<file path="config.mk">
export PLATFORM = sky130hd
export DESIGN_NAME = driver_complex_multiplier
export DESIGN_NICKNAME = d
export VERILOG_FILES = /design/src/rtl/driver_complex_multiplier.sv
export SDC_FILE = /design/constraint.sdc
export NUM_CORES = 1
export LEC_CHECK = 0
export BUFFER_PORTS_ARGS = -buffer_cell sky130_fd_sc_hd__buf_2
export CORE_UTILIZATION = 55
export CTS_BUF_LIST = sky130_fd_sc_hd__clkbuf_4 sky130_fd_sc_hd__clkbuf_8
export DETAILED_ROUTE_END_ITERATION = 7
export GPL_TIMING_DRIVEN = 0
export PLACE_DENSITY = 0.81
export SLEW_MARGIN = 0
export SYNTH_ARGS = -nofsm -noshare
export SYNTH_HDL_FRONTEND = slang
export SYNTH_SLANG_ARGS = --single-unit
</file>
<file path="constraint.sdc">
create_clock -name clk -period 8.6 [get_ports clk]
set_input_delay 1.72 -clock clk [delete_from_list [all_inputs] [get_ports clk]]
set_output_delay 1.72 -clock clk [all_outputs]
set_load 0.02 [all_outputs]
</file>
<file path="src/rtl/driver_complex_multiplier.sv">
// ---------------------------------------------------------------------------
// driver_complex_multiplier
//
// Purpose:
//   Initiator end of the complex-multiplier op_*/res_* handshakes. Operand
//   words come from a 32-bit Galois LFSR. They are offered on op_val/op_data,
//   and results are accepted through res_ready. Exactly one transaction is
//   ever outstanding, so a passive checker on the same pins can pair every
//   result with the most recent operand.
//
// Ports:
//   clk        in   1                rising-edge clock
//   rst        in   1                asynchronous reset, active-high
//   sw_rst     in   1                synchronous soft reset, active-high
//   start      in   1                run request pulse (honoured in IDLE/DONE)
//   op_val     out  1                operand valid
//   op_ready   in   1                multiplier accepts operand
//   op_data    out  4*DATA_WIDTH     {a,b,c,d} for (a+jb)*(c+jd)
//   res_val    in   1                multiplier result valid
//   res_ready  out  1                driver accepts result
//   res_data   in   4*DATA_WIDTH+4   result word (used for the handshake only)
//   busy       out  1                run in progress
//   done       out  1                run finished (sticky until next start)
//   timeout    out  1                run aborted waiting for a result (sticky)
//   op_cnt     out  CW               accepted operands, CW=$clog2(NUM_OPS+1)
//   res_cnt    out  CW               accepted results
//
// Configuration:
//   DRV_RANDOM_STALL_EN - when defined, res_ready in WAIT_RES is further gated
//   by bit 0 of a free-running 16-bit stall LFSR. This exercises back-pressure
//   on the result channel. When it is undefined, res_ready is deterministic
//   and no stall generator is built.
// ---------------------------------------------------------------------------
module driver_complex_multiplier #(
  parameter int          DATA_WIDTH = 8,
  parameter int          NUM_OPS    = 16,
  parameter logic [31:0] SEED       = 32'h0403_0201,
  parameter int          IDLE_GAP   = 0,
  parameter int          RES_DELAY  = 0,
  parameter int          TIMEOUT    = 64
) (
  input  logic                              clk,
  input  logic                              rst,
  input  logic                              sw_rst,
  input  logic                              start,
  output logic                              op_val,
  input  logic                              op_ready,
  output logic [4*DATA_WIDTH-1:0]           op_data,
  input  logic                              res_val,
  output logic                              res_ready,
  input  logic [4*DATA_WIDTH+3:0]           res_data,
  output logic                              busy,
  output logic                              done,
  output logic                              timeout,
  output logic [$clog2(NUM_OPS+1)-1:0]      op_cnt,
  output logic [$clog2(NUM_OPS+1)-1:0]      res_cnt
);

  localparam int OW = 4 * DATA_WIDTH;
  localparam int CW = $clog2(NUM_OPS + 1);
  // The wait counter only has to reach TIMEOUT-1. Its +1 look-ahead reaches TIMEOUT.
  localparam int WW = $clog2(TIMEOUT + 1);
  // Keep at least one bit, even when IDLE_GAP is zero and the gap state is never used.
  localparam int GW = $clog2(IDLE_GAP + 2);

  localparam logic [31:0] LFSR_MASK    = 32'h8020_0003;
  localparam bit          RDY_AT_ENTRY = (RES_DELAY == 0);

  typedef enum logic [2:0] {
    S_IDLE     = 3'd0,
    S_GAP      = 3'd1,
    S_SEND     = 3'd2,
    S_WAIT_RES = 3'd3,
    S_DONE     = 3'd4
  } state_t;

  // One Galois right-shift step of the operand generator.
  function automatic logic [31:0] lfsr32_step(input logic [31:0] v);
    lfsr32_step = (v >> 1) ^ (v[0] ? LFSR_MASK : 32'h0000_0000);
  endfunction

  // Transaction counters stop at NUM_OPS instead of wrapping.
  function automatic logic [CW-1:0] sat_inc(input logic [CW-1:0] v);
    if (int'(v) < NUM_OPS) begin
      sat_inc = v + CW'(1);
    end else begin
      sat_inc = v;
    end
  endfunction

  state_t          state_r;
  logic [31:0]     lfsr_r;
  logic [WW-1:0]   wait_cnt_r;
  logic [GW-1:0]   gap_cnt_r;

  logic [31:0]     lfsr_next_s;
  logic [WW-1:0]   wait_next_s;
  logic            op_hs_s;
  logic            res_hs_s;
  logic            rdy_next_s;
  logic            last_res_s;
  logic            wait_expired_s;
  logic            gap_last_s;
  logic            grant_next_s;

  // The result payload belongs to the checker. Only its handshake matters here.
  logic            unused_res_s;
  assign unused_res_s = ^res_data;

`ifdef DRV_RANDOM_STALL_EN
  localparam logic [15:0] STALL_SEED = 16'hACE1;
  localparam logic [15:0] STALL_MASK = 16'hB400;

  logic [15:0] stall_lfsr_r;
  logic [15:0] stall_next_s;

  function automatic logic [15:0] lfsr16_step(input logic [15:0] v);
    lfsr16_step = (v >> 1) ^ (v[0] ? STALL_MASK : 16'h0000);
  endfunction

  assign stall_next_s = lfsr16_step(stall_lfsr_r);
  // res_ready is registered, so it is gated with the value the stall LFSR holds during the next cycle.
  assign grant_next_s = stall_next_s[0];

  // Free-running stall generator. It steps every cycle and restarts on either reset.
  always_ff @(posedge clk or posedge rst) begin
    if (rst) begin
      stall_lfsr_r <= STALL_SEED;
    end else if (sw_rst) begin
      stall_lfsr_r <= STALL_SEED;
    end else begin
      stall_lfsr_r <= stall_next_s;
    end
  end
`else
  assign grant_next_s = 1'b1;
`endif

  // Handshake detection and look-ahead terms for the registered outputs.
  always_comb begin
    lfsr_next_s    = lfsr32_step(lfsr_r);
    op_hs_s        = (state_r == S_SEND) && op_val && op_ready;
    res_hs_s       = (state_r == S_WAIT_RES) && res_val && res_ready;
    wait_next_s    = wait_cnt_r + WW'(1);
    // res_ready for the coming cycle reflects the count that cycle will hold.
    rdy_next_s     = (int'(wait_next_s) >= RES_DELAY) && grant_next_s;
    last_res_s     = (int'(res_cnt) >= NUM_OPS - 1);
    wait_expired_s = (int'(wait_cnt_r) >= TIMEOUT - 1);
    gap_last_s     = (int'(gap_cnt_r) >= IDLE_GAP - 1);
  end

  // Run-control FSM. Every handshake output and status flag is driven from here.
  always_ff @(posedge clk or posedge rst) begin
    if (rst) begin
      state_r    <= S_IDLE;
      lfsr_r     <= SEED;
      wait_cnt_r <= WW'(0);
      gap_cnt_r  <= GW'(0);
      op_val     <= 1'b0;
      op_data    <= OW'(0);
      res_ready  <= 1'b0;
      busy       <= 1'b0;
      done       <= 1'b0;
      timeout    <= 1'b0;
      op_cnt     <= CW'(0);
      res_cnt    <= CW'(0);
    end else if (sw_rst) begin
      // The soft reset takes priority over start and over any handshake in the same cycle.
      state_r    <= S_IDLE;
      lfsr_r     <= SEED;
      wait_cnt_r <= WW'(0);
      gap_cnt_r  <= GW'(0);
      op_val     <= 1'b0;
      op_data    <= OW'(0);
      res_ready  <= 1'b0;
      busy       <= 1'b0;
      done       <= 1'b0;
      timeout    <= 1'b0;
      op_cnt     <= CW'(0);
      res_cnt    <= CW'(0);
    end else begin
      case (state_r)
        S_IDLE, S_DONE: begin
          if (start) begin
            // A new run continues the operand sequence. The LFSR is not reseeded.
            op_cnt  <= CW'(0);
            res_cnt <= CW'(0);
            done    <= 1'b0;
            timeout <= 1'b0;
            busy    <= 1'b1;
            if (IDLE_GAP == 0) begin
              state_r <= S_SEND;
              op_val  <= 1'b1;
              op_data <= lfsr_r[OW-1:0];
            end else begin
              state_r   <= S_GAP;
              gap_cnt_r <= GW'(0);
            end
          end else begin
            state_r <= state_r;
          end
        end

        S_GAP: begin
          if (gap_last_s) begin
            state_r <= S_SEND;
            op_val  <= 1'b1;
            op_data <= lfsr_r[OW-1:0];
          end else begin
            gap_cnt_r <= gap_cnt_r + GW'(1);
          end
        end

        S_SEND: begin
          // op_data stays untouched here, so it is stable until the operand is taken.
          if (op_hs_s) begin
            op_val     <= 1'b0;
            op_cnt     <= sat_inc(op_cnt);
            lfsr_r     <= lfsr_next_s;
            state_r    <= S_WAIT_RES;
            wait_cnt_r <= WW'(0);
            res_ready  <= RDY_AT_ENTRY && grant_next_s;
          end else begin
            op_val <= 1'b1;
          end
        end

        S_WAIT_RES: begin
          if (res_hs_s) begin
            res_ready <= 1'b0;
            res_cnt   <= sat_inc(res_cnt);
            if (last_res_s) begin
              state_r <= S_DONE;
              busy    <= 1'b0;
              done    <= 1'b1;
            end else if (IDLE_GAP == 0) begin
              state_r <= S_SEND;
              op_val  <= 1'b1;
              op_data <= lfsr_r[OW-1:0];
            end else begin
              state_r   <= S_GAP;
              gap_cnt_r <= GW'(0);
            end
          end else if (wait_expired_s) begin
            // No result arrived within TIMEOUT cycles of entering WAIT_RES.
            res_ready <= 1'b0;
            timeout   <= 1'b1;
            done      <= 1'b1;
            busy      <= 1'b0;
            state_r   <= S_DONE;
          end else begin
            wait_cnt_r <= wait_next_s;
            res_ready  <= rdy_next_s;
          end
        end

        default: begin
          state_r   <= S_IDLE;
          op_val    <= 1'b0;
          res_ready <= 1'b0;
          busy      <= 1'b0;
        end
      endcase
    end
  end

endmodule

</file>
**Word level (Yosys, flattened, before mapping)**

Index checks and enable logic that the tools add are counted.

- Output and inout bits: 47
- Flip-flop bits (word level): 89
- Bits of input ports: 42
- Word-level logic and storage cells: 116

- Add/subtract/negate cells: 3
- Multiplexer cells: 55
- Reduce and logical (&&, ||, !) cells: 25
- Magnitude comparators: 4
- Equality and inequality tests: 17
- Bitwise gates (word level): 1

Operator list:

| cell | number |
|---|---|
| two-way mux 32 bit | 8 |
| case mux 32 bit (3 select lines) | 1 |
| two-way mux 5 bit | 7 |
| bitwise XOR 31 x 32 -> 32 bit | 1 |
| two-way mux 7 bit | 4 |
| AND reduction 4 bit | 7 |
| inequality test 3 bit (second input constant) | 7 |
| two-way mux 1 bit | 20 |
| case mux 5 bit (2 select lines) | 2 |
| two-way mux 3 bit | 6 |
| case mux 7 bit (2 select lines) | 1 |
| case mux 3 bit (4 select lines) | 1 |
| adder 5 x 1 -> 5 bit (second input constant) | 2 |
| less-than comparator 5 bit (second input constant) | 2 |
| nonzero test 3 bit | 3 |
| inequality test 4 bit (second input constant) | 2 |
| adder 7 x 1 -> 7 bit (second input constant) | 1 |
| >= comparator 7 x 6 -> 1 bit (second input constant) | 1 |
| equality test 3 x 2 -> 1 bit (second input constant) | 2 |
| inequality test 3 x 2 -> 1 bit (second input constant) | 2 |
| case mux 1 bit (3 select lines) | 2 |
| AND reduction 3 bit | 2 |
| >= comparator 5 x 4 -> 1 bit (second input constant) | 1 |
| logical AND 1 bit | 4 |
| other kinds (11) | 16 |

**Longest topological paths before layout**

Gate-level depths: netlist of run 1.

- Word-level depth: 6
- Depth in mapped cells: 8

**Worst setup path before layout of run 1**

Ideal clock, no wire load.

- Path kind: input port to flip-flop
- From: input port sw_rst
- To: register state_r[0]
- Stages: 4
- Library setup time: 0.126 ns
- Arrival time: 2.871 ns
- Path buffers: 0
- Path slack: 5.603 ns
- Required time: 8.474 ns
- Path through: or4b_4 > o221ai_4 > nor3_1 > o32a_1

- Word-level cells in the longest chain between the ends: 2
- Elaborated cells on any way between the ends: 5

RTL lines:

| item | line | text |
|---|---|---|
| from (decl) | 44 | `input logic sw_rst,` |
| inequality test 4 bit (no line) / inequality test 3 bit (equally long branches) | n/a |  |
| AND reduction 3 bit (no line) | n/a |  |
| to (signal assigned) | 200 | `state_r <= state_r;` |
| to (decl) | 91 | `state_t state_r;` |

Parallel ways exist; a longest one is shown, timed or not.
A chain may end at the register's enable or synchronous reset.

**Worst setup path in the final report of run 1**

- From: input port sw_rst
- To: register res_cnt[1]

- Word-level cells in the longest chain between the ends: 2
- Elaborated cells on any way between the ends: 6

RTL lines:

| item | line | text |
|---|---|---|
| inequality test 3 x 2 -> 1 bit (no line) (tied with other cells) | n/a |  |
| AND reduction 4 bit (no line) | n/a |  |
| to (signal assigned) | 231 | `res_cnt <= sat_inc(res_cnt);` |
| to (decl) | 56 | `output logic [$clog2(NUM_OPS+1)-1:0] res_cnt` |

Parallel ways exist; a longest one is shown, timed or not.

==> qor.csv, run 1 <==
stage,metric,value,unit
yosys,ys_top_cells_by_area,"dfrtp_1 (53%), a22o_2 (7.3%), nand2_1 (6.6%)",
routing,antenna_left,0,
yosys,synth.distinct_cells,59,
sta,finalSetupViolCount,0,
cts,htree_levels,3,
cells_and_area,area_growth,15.5,%
cts,insertion_delay,0.35,ns
sta,hold_viol,0,
floorplan,start_util,58.0,%
floorplan,dieArea,7620,um2
cts,clk_pin_slew,0.09,ns
yosys,yosys_warnings,0,
sta,period_share,35.0,%
yosys,synth_nets,406,
routing,vias,3033,
yosys,synth_cells,360,
placed_design,port_buffers,52,
yosys,ys_seq_area_share,55.8,%
flow_run,maxCapViolations,0,
cells_and_area,antenna_cells,0,
sta,worst_pin_slew,0.664,ns
cts,cts_setup_buffers,0,
critical_path,arrival,3.26,ns
status,status,finished clean,
yosys,synth_most_common_cell,dfrtp_1,
critical_path,cp-start-kind,input port,
worst_hold_path,hold_class,register to register,
grt,grt_max_degree,70,
sta,skew,0.0129,ns
placed_design,post-dp-hpwl,5970,um
routing,drt_iter0_markers,295,
yosys,synthTopCellsByCount,"dfrtp_1 (84), nand2_1 (70), a21oi_1 (34), a22o_2 (29), nor2_1 (16)",
cells_and_area,regArea,2230,um2
sta,rsz0062_at_grt,false,
grt,antenna_found_initial,0,
yosys,yosysTopAreaCellShare,52.5,%
sta,clock.fmax,332,MHz
placed_design,place_area,4410,um2
critical_path,crit_fanout,10,
critical_path,critical_path_class,input port to register,
yosys,postSynthAreaPerCell,11.1,um2
worst_hold_path,min_path_cells,1,
floorplan,coreArea,6910,um2
cts,cts_root_buf,clkbuf_8,
power,ir_drop,0.000108,V
sta,fin_setup_tns,0,ns
grt,grt_overflow,0,
sta,min_period,3.01,ns
critical_path,reg2reg_depth,8,
cells_and_area,drive_gt1_share,31.2,%
grt,grt_pass1_wl,14100,um
cts,cts_resized,0,
sta,slew_viol_final,0,
critical_path,cp-end-kind,register,
sta,slew_headroom,55.7,%
yosys,synth_top_area_cell,dfrtp_1,
power,pwr_density_cell,206,nW/um2
grt,grt_pass1_vias,2867,
yosys,syn_area,4000,um2
grt,grt_use_total,24.3,%
routing,wl,8520,um
cts,cts.path.max_buffers,2,
cells_and_area,final_nets,470,
yosys,synth_edf_count,0,
routing,first_pass_iters,5,
yosys,ys_ff_latch,89,
floorplan,ios,89,
yosys,ys.flop_type,dfrtp_1,
floorplan,die_h,87.3,um
routing,drc,0,
floorplan,rows,30,
cts,cts_tree,yes,
power,leakage,2.18,nW
routing,vias_per_cell,5.78,
cts,cts_made_buffers,9,
cts,postCtsHoldBufs,0,
routing,wl_per_cell,16.2,um
cells_and_area,finalInstanceArea,4620,um2
floorplan,chipWidth,87.3,um
cells_and_area,multiInputGateArea,1580,um2
critical_path,crit_required,8.84,ns
cts,clock-sinks,89,
yosys,async_reset_ff_share,100,%
cells_and_area,fill_cells,566,
placed_design,gp_congestion,0.918,
-- final cells by class --
type	instances	share of cell area (%)
Multi-Input combinational cell	241	34.2
Inverter	7	0.622
Sequential cell	89	48.3
Clock buffer	10	2.98
Clock inverter	6	1.57
Tap cell	96	2.60
Buffer	23	3.55
Timing Repair Buffer	53	6.22
-- through the flow --
stage	setup slack (ns)	hold WS [ns]	total power [mW]	instances	utilization, %
detailed placement	5.28	0.481	0.662	509	63.9
floorplan	4.58	0.464	0.609	360	-
CTS	5.65	0.506	0.958	525	66.9
finish	5.59	0.503	0.953	525	66.9
global placement	3.65	0.480	0.655	508	63.5
global route	5.51	0.515	0.993	525	66.9
-- cell usage in the layout (no fill, tap or decap), types with 2 or more instances in the layout --
cell type,n
buf_2,56
mux2i_1,4
o22a_1,2
xnor2_1,5
buf_6,5
a22o_1,5
a22o_2,29
nand2b_1,2
o21ai_0,3
dfstp_2,5
mux2_2,4
inv_1,5
nand2_1,70
a211oi_1,4
a31oi_1,2
nor2_1,16
nor3_1,4
nor4_1,3
dfrtp_1,84
a21oi_1,34
nor4_4,2
inv_6,2
o22ai_1,3
clkbuf_1,9
clkbuf_8,12
clkinv_4,2
nand3_1,10
o21a_1,3
and2_1,3
ha_1,4
nand4_1,2
xor2_1,2
-- final timing paths --
path                       slack, ns         from     endpoint
setup reg to reg                6.04   res_cnt[0]   op_data[1]
min in group asynchronous       1.31          rst    op_cnt[2]
hold / removal                  0.50  op_data[31]  op_data[31]
max in group asynchronous       6.62          rst    lfsr_r[0]
setup / recovery                5.59       sw_rst   res_cnt[1]
hold reg to reg                 0.50  op_data[31]  op_data[31]
-- power by group --
| group | leakage [nW] | switching [mW] | internal [mW] | total [mW] |
|---|---|---|---|---|
| Clock | 0.103 | 0.153 | 0.145 | 0.299 |
| Combinational | 0.871 | 0.119 | 0.0746 | 0.194 |
| Sequential | 1.21 | 0.0187 | 0.442 | 0.461 |
| Total | 2.18 | 0.291 | 0.662 | 0.953 |
-- metal layers --
metal	track usage [%]	part of all wire, %
met5	0	0
met4	10.1	1.6
met3	3.03	3.9
met2	35.9	47
met1	36.4	47
-- registers in the layout (all words and copies together) (netlist names) --
register    flops
done            1
res_cnt         5
state_r         3
op_data        32
res_ready       1
op_val          1
op_cnt          5
lfsr_r         32
timeout         1
busy            1
wait_cnt_r      7
-- worst max-delay path: stages --
cell	delay (ns)
buf_2	0.20
clkbuf_1	0.43
a21o_1	0.13
clkbuf_1	0.35
o22ai_1	0.18
a32o_1	0.25
-- cells by family (layout without fill, tap and decap cells) --
| logic type | Yosys count | after routing | synth area share (%) |
|---|---|---|---|
| mux | 8 | 8 | 2.13 |
| flops | 89 | 89 | 55.8 |
| xor+xnor | 7 | 7 | 1.53 |
| buf+inv | 30 | 99 | 4.75 |
| simple gates | 124 | 124 | 15.4 |
| compound gates | 97 | 97 | 18.9 |
| fa+ha+maj | 5 | 5 | 1.50 |
Note: power is estimated with default switching activity, not from simulation.
==> run 2, diff against run 1 <==
--- a/config.mk
+++ b/config.mk
@@ -5,12 +5,13 @@
 export SDC_FILE = /design/constraint.sdc
 export NUM_CORES = 1
 export LEC_CHECK = 0
+export ABC_AREA = 1
 export BUFFER_PORTS_ARGS = -buffer_cell sky130_fd_sc_hd__buf_2
 export CORE_UTILIZATION = 55
 export CTS_BUF_LIST = sky130_fd_sc_hd__clkbuf_4 sky130_fd_sc_hd__clkbuf_8
 export DETAILED_ROUTE_END_ITERATION = 7
 export GPL_TIMING_DRIVEN = 0
-export PLACE_DENSITY = 0.81
+export PLACE_DENSITY = 0.8
 export SLEW_MARGIN = 0
 export SYNTH_ARGS = -nofsm -noshare
 export SYNTH_HDL_FRONTEND = slang
==> constraint.sdc (replaced) <==
create_clock -name clk -period 2.9 [get_ports clk]
set_input_delay 0.58 -clock clk [delete_from_list [all_inputs] [get_ports clk]]
set_output_delay 0.58 -clock clk [all_outputs]
set_load 0.02 [all_outputs]
==> run 2 against run 1 <==
  * Final area is 6.0% higher
  * Worst hold slack worse by 0.28 ns
  * Sequential power grew to 3.2 times the previous value
  * Clock power rose to 2.7 times the previous value
  * Critical endpoint is now op_data[3]
  * Core utilization down 0.78 points
  * Sequential cell count unchanged
  * Synthesized area rose by 7.6%
  * Final cell count grew 33%
  * Via count increased by 21%
==> qor.csv, run 2 <==
stage,metric,value,unit,change
cts,cts_resized,0,,unchanged
floorplan,die_h,90.5,um,+3.6%
cts,cts_made_buffers,9,,unchanged
yosys,synth_compound_area_share,7.21,%,-12 points
sta,hold_viol,0,,unchanged
yosys,synth_most_common_cell,nand2_1,,
sta,worst_slack,1.08,ns,-4.51 ns
sta,slew_viol_final,0,,unchanged
yosys,ys_top_cells_by_area,"dfrtp_1 (49%), nand2_1 (14%), nand4_1 (6.0%)",,
placed_design,post-dp-hpwl,6510,um,+9.0%
power,internal_power,2.06,mW,+210%
routing,vias_per_cell,5.24,,-9.3%
routing,first_pass_iters,4,,-1
yosys,synth_top_area_cell,dfrtp_1,,
grt,grt_pass1_wl,16600,um,+17%
yosys,synth_cells,531,,+48%
worst_hold_path,hold_class,input port to async pin,,
yosys,ys_ff_latch,89,,unchanged
yosys,synthSimpleGateAreaFrac,30.6,%,+15 points
grt,grt_overflow,0,,unchanged
yosys,synth_edf_count,0,,unchanged
cells_and_area,final_util,66.2,%,-0.78 points
sta,min_period,1.82,ns,
critical_path,crit_required,3.15,ns,-5.69 ns
power,swShare,39.6,%,+9.0 points
yosys,synth_top_family_by_area,simple AND/OR/NAND/NOR gates,,
grt,antenna_found_initial,0,,unchanged
grt,grt_use_total,24.8,%,+0.47 points
yosys,synth_nets,577,,+42%
power,pwr_density_cell,696,nW/um2,+240%
cts,cts_root_buf,clkbuf_8,,
floorplan,rows,31,,+3.3%
sta,rsz0062_at_grt,false,,
critical_path,cp-start-kind,register,,
cells_and_area,antenna_cells,0,,unchanged
cts,clock-sinks,89,,unchanged
cts,htree_levels,3,,unchanged
sta,fin_setup_tns,0,ns,unchanged
placed_design,place_area,4720,um2,+6.9%
floorplan,dieArea,8190,um2,+7.4%
sta,clock.fmax,549,MHz,
cells_and_area,finalInstanceArea,4900,um2,+6.0%
cells_and_area,mostFrequentLayoutCells,"nand2_1 (158), dfrtp_1 (84), buf_2 (61), inv_1 (58), nor2_1 (53)",,
sta,skew,0.00981,ns,-0.00309 ns
yosys,ys_seq_area_share,51.9,%,-3.9 points
yosys,yosysTopAreaCellShare,48.8,%,-3.7 points
sta,worst_pin_slew,0.477,ns,-0.187 ns
critical_path,arrival,2.08,ns,-1.18 ns
power,p_comb_share,33.0,%,+13 points
critical_path,cp-end-kind,register,,
cts,cts_tree,yes,,
yosys,async_reset_ff_share,100,%,unchanged
grt,grt_max_degree,55,,-21%
power,seq_power_share,43.3,%,-5.1 points
cts,cts.path.max_buffers,2,,unchanged
routing,vias,3657,,+21%
cts,cts_setup_buffers,0,,unchanged
status,status,finished clean,,
cells_and_area,area_growth,13.8,%,
cells_and_area,top_regs,"lfsr_r x32, op_data x32, wait_cnt_r x7",,
sta,period_share,62.8,%,
routing,drt_iter0_markers,192,,-35%
yosys,syn_area,4310,um2,+7.6%
cells_and_area,final_common_cell,nand2_1,,
power,finalPower,3.41,mW,+260%
floorplan,ios,89,,unchanged
power,leakage,2.62,nW,+20%
power,clkPwrFrac,23.7,%,-7.6 points
routing,antenna_left,0,,unchanged
floorplan,start_util,58.1,%,+0.18 points
placed_design,gp_congestion,0.821,,-11%
grt,grt_pass1_vias,3552,,+24%
yosys,synth.distinct_cells,33,,-44%
sta,slew_headroom,68.2,%,+12 points
cts,insertion_delay,0.36,ns,about the same
routing,wl_per_cell,13.2,um,-19%
yosys,synth_xor_area_share,0.610,%,-0.92 points
cells_and_area,drive_gt1_share,17.5,%,-14 points
placed_design,port_buffers,51,,-1.9%
yosys,synth_fa_ha_area_share,1.16,%,-0.34 points
power,ir_drop,0.000491,V,+360%
routing,wl,9220,um,+8.3%
cts,postCtsHoldBufs,0,,unchanged
yosys,synthTopCellsByCount,"nand2_1 (158), dfrtp_1 (84), inv_1 (59), nor2_1 (53), o21ai_0 (42)",,
flow_run,maxCapViolations,0,,unchanged
cts,clk_pin_slew,0.09,ns,about the same
cells_and_area,final_nets,640,,+36%
yosys,ys.flop_type,dfrtp_1,,
critical_path,critical_path_class,register to register,,
yosys,postSynthAreaPerCell,8.11,um2,-27%
critical_path,crit_fanout,10,,unchanged
floorplan,coreArea,7410,um2,+7.3%
yosys,synthMuxAreaShare,0,%,-2.1 points
routing,drc,0,,unchanged
sta,finalSetupViolCount,0,,unchanged
floorplan,chipWidth,90.5,um,+3.6%
power,p_switching,1.35,mW,+360%
placed_design,preCtsSetupSlack,0.940,ns,-4.34 ns
yosys,yosys_warnings,0,,unchanged
run 2: cell types whose count changed in the layout (fill, tap and decap cells not counted), moves of 10 or more:
cell / before / now
a22o_2: 29 / 0
a21oi_1: 34 / 10
o21ai_0: 3 / 42
nand3_1: 10 / 20
inv_1: 5 / 58
nand4_1: 2 / 41
nand2_1: 70 / 158
nor2_1: 16 / 53
run 2: layer usage:
metal | GRT usage (%) | wire (um)
met5 | 0 | 0
met4 | 8.33 | 103
met3 | 2.61 | 404
met2 | 39.2 | 4300
met1 | 35.8 | 4420
run 2: worst paths after layout:
kind                        startpoint           to  slack (ns)  cells past startpoint
max                         res_cnt[0]   op_data[3]        1.08                     11
min in group clk           op_data[24]  op_data[24]        0.47                      2
min reg2reg                op_data[24]  op_data[24]        0.47                      2
max in group asynchronous          rst    lfsr_r[9]        2.01                      3
max reg2reg                 res_cnt[0]   op_data[3]        1.08                     11
min                                rst  op_data[13]        0.22                      2
run 2: cells by family (layout without fill, tap and decap cells):
kind of cell | Yosys count | in the layout
xor gates and xnor gates | 3 | 3
and+or+nand+nor | 290 | 290
DFF | 89 | 89
adders and majority gates | 4 | 4
AOI/OAI and AO/OA | 58 | 58
buffers and inverters | 87 | 155
run 2: worst max-delay path, stage by stage (launching register included):
cell     delay [ns]
dfrtp_1        0.43
ha_1           0.23
nand2_1        0.08
nor2_1         0.05
ha_1           0.17
inv_1          0.08
nand3_2        0.10
nand2_4        0.14
nand3_4        0.14
buf_6          0.18
nand2_1        0.05
nand2_1        0.05
run 2: cell type report:
type / instances / area (um2)
clock inverter: 6 / 47.5
clock buffer: 10 / 138
inverter: 63 / 239
fill: 637 / 2510
tap: 99 / 124
buffer: 24 / 134
timing repair buffer: 52 / 283
multi-input combinational: 355 / 1700
sequential: 89 / 2230
run 2: per-stage QoR:
step,hold WS (ns),std cells
after global routing,0.260,698
after CTS,0.244,698
after global placement,0.448,681
final,0.224,698
after detailed placement,0.453,682
after floorplan,0.471,531
run 2: power groups by stage:
stage                     Combinational [mW]  Sequential, mW  Clock (mW)
after floorplan                        0.728            1.59           0
after detailed placement                1.12            1.50           0
after CTS                               1.13            1.47       0.817
after global placement                  1.09            1.49           0
after global routing                    1.28            1.49       0.870
final                                   1.13            1.48       0.809
==> run 3, diff against run 2 <==
--- a/config.mk
+++ b/config.mk
@@ -5,13 +5,13 @@
 export SDC_FILE = /design/constraint.sdc
 export NUM_CORES = 1
 export LEC_CHECK = 0
-export ABC_AREA = 1
+export ABC_AREA = 0
 export BUFFER_PORTS_ARGS = -buffer_cell sky130_fd_sc_hd__buf_2
 export CORE_UTILIZATION = 55
 export CTS_BUF_LIST = sky130_fd_sc_hd__clkbuf_4 sky130_fd_sc_hd__clkbuf_8
 export DETAILED_ROUTE_END_ITERATION = 7
 export GPL_TIMING_DRIVEN = 0
-export PLACE_DENSITY = 0.8
+export PLACE_DENSITY = 0.81
 export SLEW_MARGIN = 0
 export SYNTH_ARGS = -nofsm -noshare
 export SYNTH_HDL_FRONTEND = slang
==> constraint.sdc (replaced) <==
create_clock -name clk -period 1.9 [get_ports clk]
set_input_delay 0.38 -clock clk [delete_from_list [all_inputs] [get_ports clk]]
set_output_delay 0.38 -clock clk [all_outputs]
set_load 0.02 [all_outputs]
==> run 3 against run 2 <==
  * The flow now finishes with violations (setup timing)
  * First-iteration DRC count rose by 28%
  * Largest cell class unchanged
  * Wire length barely moved
  * Fmax fell by 21%
  * Via count fell by 12%
  * Final area rose by 1.4%
  * Sequential power rose by 41%
  * Non-clock buffer count rose by 18
  * Setup slack got worse by 1.5 ns
  * Highest routed layer unchanged
==> qor.csv, run 3 (same netlist as run 1, synthesis figures left out) <==
stage,metric,value,unit,change
status,status,"complete, but fails checks",,
status,failed_checks,setup timing,,
routing,drc,0,,unchanged
floorplan,die_h,87.3,um,-3.5%
cts,cts.path.max_buffers,2,,unchanged
cells_and_area,drive_gt1_share,37.1,%,+20 points
placed_design,port_buffers,52,,+2.0%
grt,grt_use_total,25.0,%,+0.18 points
sta,skew,0.0148,ns,+0.00494 ns
cells_and_area,final_nets,488,,-24%
power,leakage,2.32,nW,-11%
placed_design,gp_congestion,0.909,,+11%
grt,grt_max_degree,39,,-29%
sta,period_share,121,%,+59 points
critical_path,critPathMostFrequentCell,ha_4,,
routing,vias_per_cell,5.91,,+13%
critical_path,crit_path_max_incr_delay,0.44,ns,about the same
power,p_comb_share,24.9,%,-8.1 points
power,p_switching,1.43,mW,+6.2%
cells_and_area,final_common_cell,dfrtp_1,,
sta,rsz0062_at_grt,true,,
sta,finalSetupViolCount,36,,+36
sta,fin_setup_tns,-13.02,ns,-13.02 ns
cts,cts_root_buf,clkbuf_8,,
routing,drt_iter0_markers,246,,+28%
cells_and_area,multiInputGateArea,1740,um2,+2.2%
grt,grt_overflow,0,,unchanged
critical_path,crit_required,2.15,ns,-1.00 ns
floorplan,chipWidth,87.3,um,-3.5%
worst_hold_path,hold_class,input port to register,,
critical_path,crit_fanout,10,,unchanged
power,swShare,32.5,%,-7.1 points
placed_design,post-dp-hpwl,5900,um,-9.4%
cts,htree_levels,3,,unchanged
sta,slew_headroom,51.5,%,-17 points
critical_path,critical_path_class,register to register,,
cells_and_area,fill_cells,502,,-21%
grt,antenna_found_initial,0,,unchanged
routing,vias,3208,,-12%
cells_and_area,antenna_cells,0,,unchanged
power,pwr_density_cell,889,nW/um2,+28%
routing,first_pass_iters,4,,unchanged
grt,grt_pass1_wl,14600,um,-12%
floorplan,dieArea,7620,um2,-6.9%
sta,hold_viol,0,,unchanged
power,finalPower,4.42,mW,+29%
sta,min_period,2.31,ns,+0.485 ns
power,clkPwrFrac,27.7,%,+4.0 points
cts,insertion_delay,0.36,ns,about the same
critical_path,r2r_slack,-0.41,ns,-1.48 ns
sta,clock.fmax,433,MHz,-21%
cells_and_area,top_regs,"lfsr_r x32, op_data x32, wait_cnt_r x7",,
routing,antenna_left,0,,unchanged
grt,grt_pass1_vias,2981,,-16%
critical_path,path_cells,ha_4 > and3_4 > ha_4 > a41o_1 > o311a_4 > a211o_4 > buf_6 > a22o_2,,
power,seq_power_share,47.3,%,+4.0 points
floorplan,start_util,58.0,%,-0.18 points
floorplan,rows,30,,-3.2%
cells_and_area,area_growth,24.2,%,
critical_path,slowest_stage,dfrtp_2,,
floorplan,ios,89,,unchanged
flow_run,maxCapViolations,0,,unchanged
floorplan,coreArea,6910,um2,-6.8%
cells_and_area,regArea,2240,um2,+0.11%
cts,cts_tree,yes,,
sta,slew_viol_final,0,,unchanged
critical_path,cp-start-kind,register,,
cts,clk_pin_slew,0.09,ns,about the same
power,internal_power,2.99,mW,+45%
cts,clock-sinks,89,,unchanged
power,ir_drop,0.000395,V,-20%
cells_and_area,mostFrequentLayoutCells,"dfrtp_1 (82), nand2_1 (69), buf_2 (53), a21oi_1 (31), a22o_2 (21)",,
cts,cts_made_buffers,9,,unchanged
routing,wl,9220,um,about the same
sta,worst_slack,-0.407,ns,-1.48 ns
critical_path,cp-end-kind,register,,
critical_path,arrival,2.56,ns,+0.48 ns
sta,worst_pin_slew,0.725,ns,+0.247 ns
routing,wl_per_cell,17.0,um,+29%
cells_and_area,final_util,72.0,%,+5.8 points
run 3: cell types whose count changed in the layout (fill, tap and decap cells not counted), moves of 5 or more:
cell | before | now
nand4_1 | 41 | 2
buf_4 | 2 | 13
a22o_1 | 0 | 5
a22o_2 | 0 | 21
nand3_1 | 20 | 10
a22o_4 | 0 | 8
nand2_1 | 158 | 69
a21oi_1 | 10 | 31
nor2_1 | 53 | 15
buf_2 | 61 | 53
o21ai_0 | 42 | 3
inv_1 | 58 | 5
run 3: final cells by class:
cell class                      count  share of cell area [%]
Buffer                             22                    3.67
Clock buffer                       10                    2.64
Clock inverter                      6                    1.01
Inverter                            7                   0.604
Multi-Input combinational cell    241                    35.0
Sequential cell                    89                    45.0
Tap cell                           96                    2.42
Timing Repair Buffer               72                    9.67
run 3: path summary, 6_finish.rpt:
kind	from	endpoint	depth (start not counted)
min	start	state_r[1]	3
max in group asynchronous	rst	lfsr_r[16]	5
max reg2reg	res_cnt[1]	op_data[3]	8
max	res_cnt[1]	op_data[3]	8
min reg2reg	op_data[14]	op_data[14]	1
min in group asynchronous	rst	res_cnt[2]	3
run 3: timing repair:
action,CTS,global route
resized for setup,8,21
hold endpoints to repair,11,0
hold buffers,1,0
endpoints found under the setup margin,37,70
pin swaps,5,6
cloned,0,2
buffers inserted,7,9
run 3: critical path: cells and delay by family, from the launching register on:
family,cells,cell delay [ns]
compound gates,4,1.10
fa+ha+maj,2,0.32
buf+inv,1,0.16
flops,1,0.44
simple gates,1,0.18
run 3: power by group through the flow:
| stage | logic, mW | registers (mW) | clock network [mW] |
|---|---|---|---|
| finish | 1.10 | 2.09 | 1.23 |
| global route | 1.18 | 2.11 | 1.31 |
| CTS | 0.936 | 2.08 | 1.24 |
| detailed placement | 0.896 | 2.12 | 0 |
| global placement | 0.864 | 2.12 | 0 |
| floorplan | 0.586 | 2.19 | 0 |
run 3: layer usage:
layer  track usage (%)  up-vias  wire [um]  share of wire, %
met5                 0        -          0                 0
met4              12.5        0        206               2.2
met3              3.51       19        432               4.7
met2              36.9      115       4470                48
met1              36.3     1618       4110                45
li1                  -     1456          -                 -
run 3: metrics by stage:
step	instances	cell area, um2	setup slack, ns	hold WS [ns]
5_1_grt	543	4970	-0.448	0.443
2_1_floorplan	360	4060	-0.436	0.464
3_5_place_dp	510	4480	-0.549	0.389
3_3_place_gp	508	4440	-0.530	0.480
4_1_cts	534	4770	-0.392	0.411
6_report	543	4970	-0.407	0.437
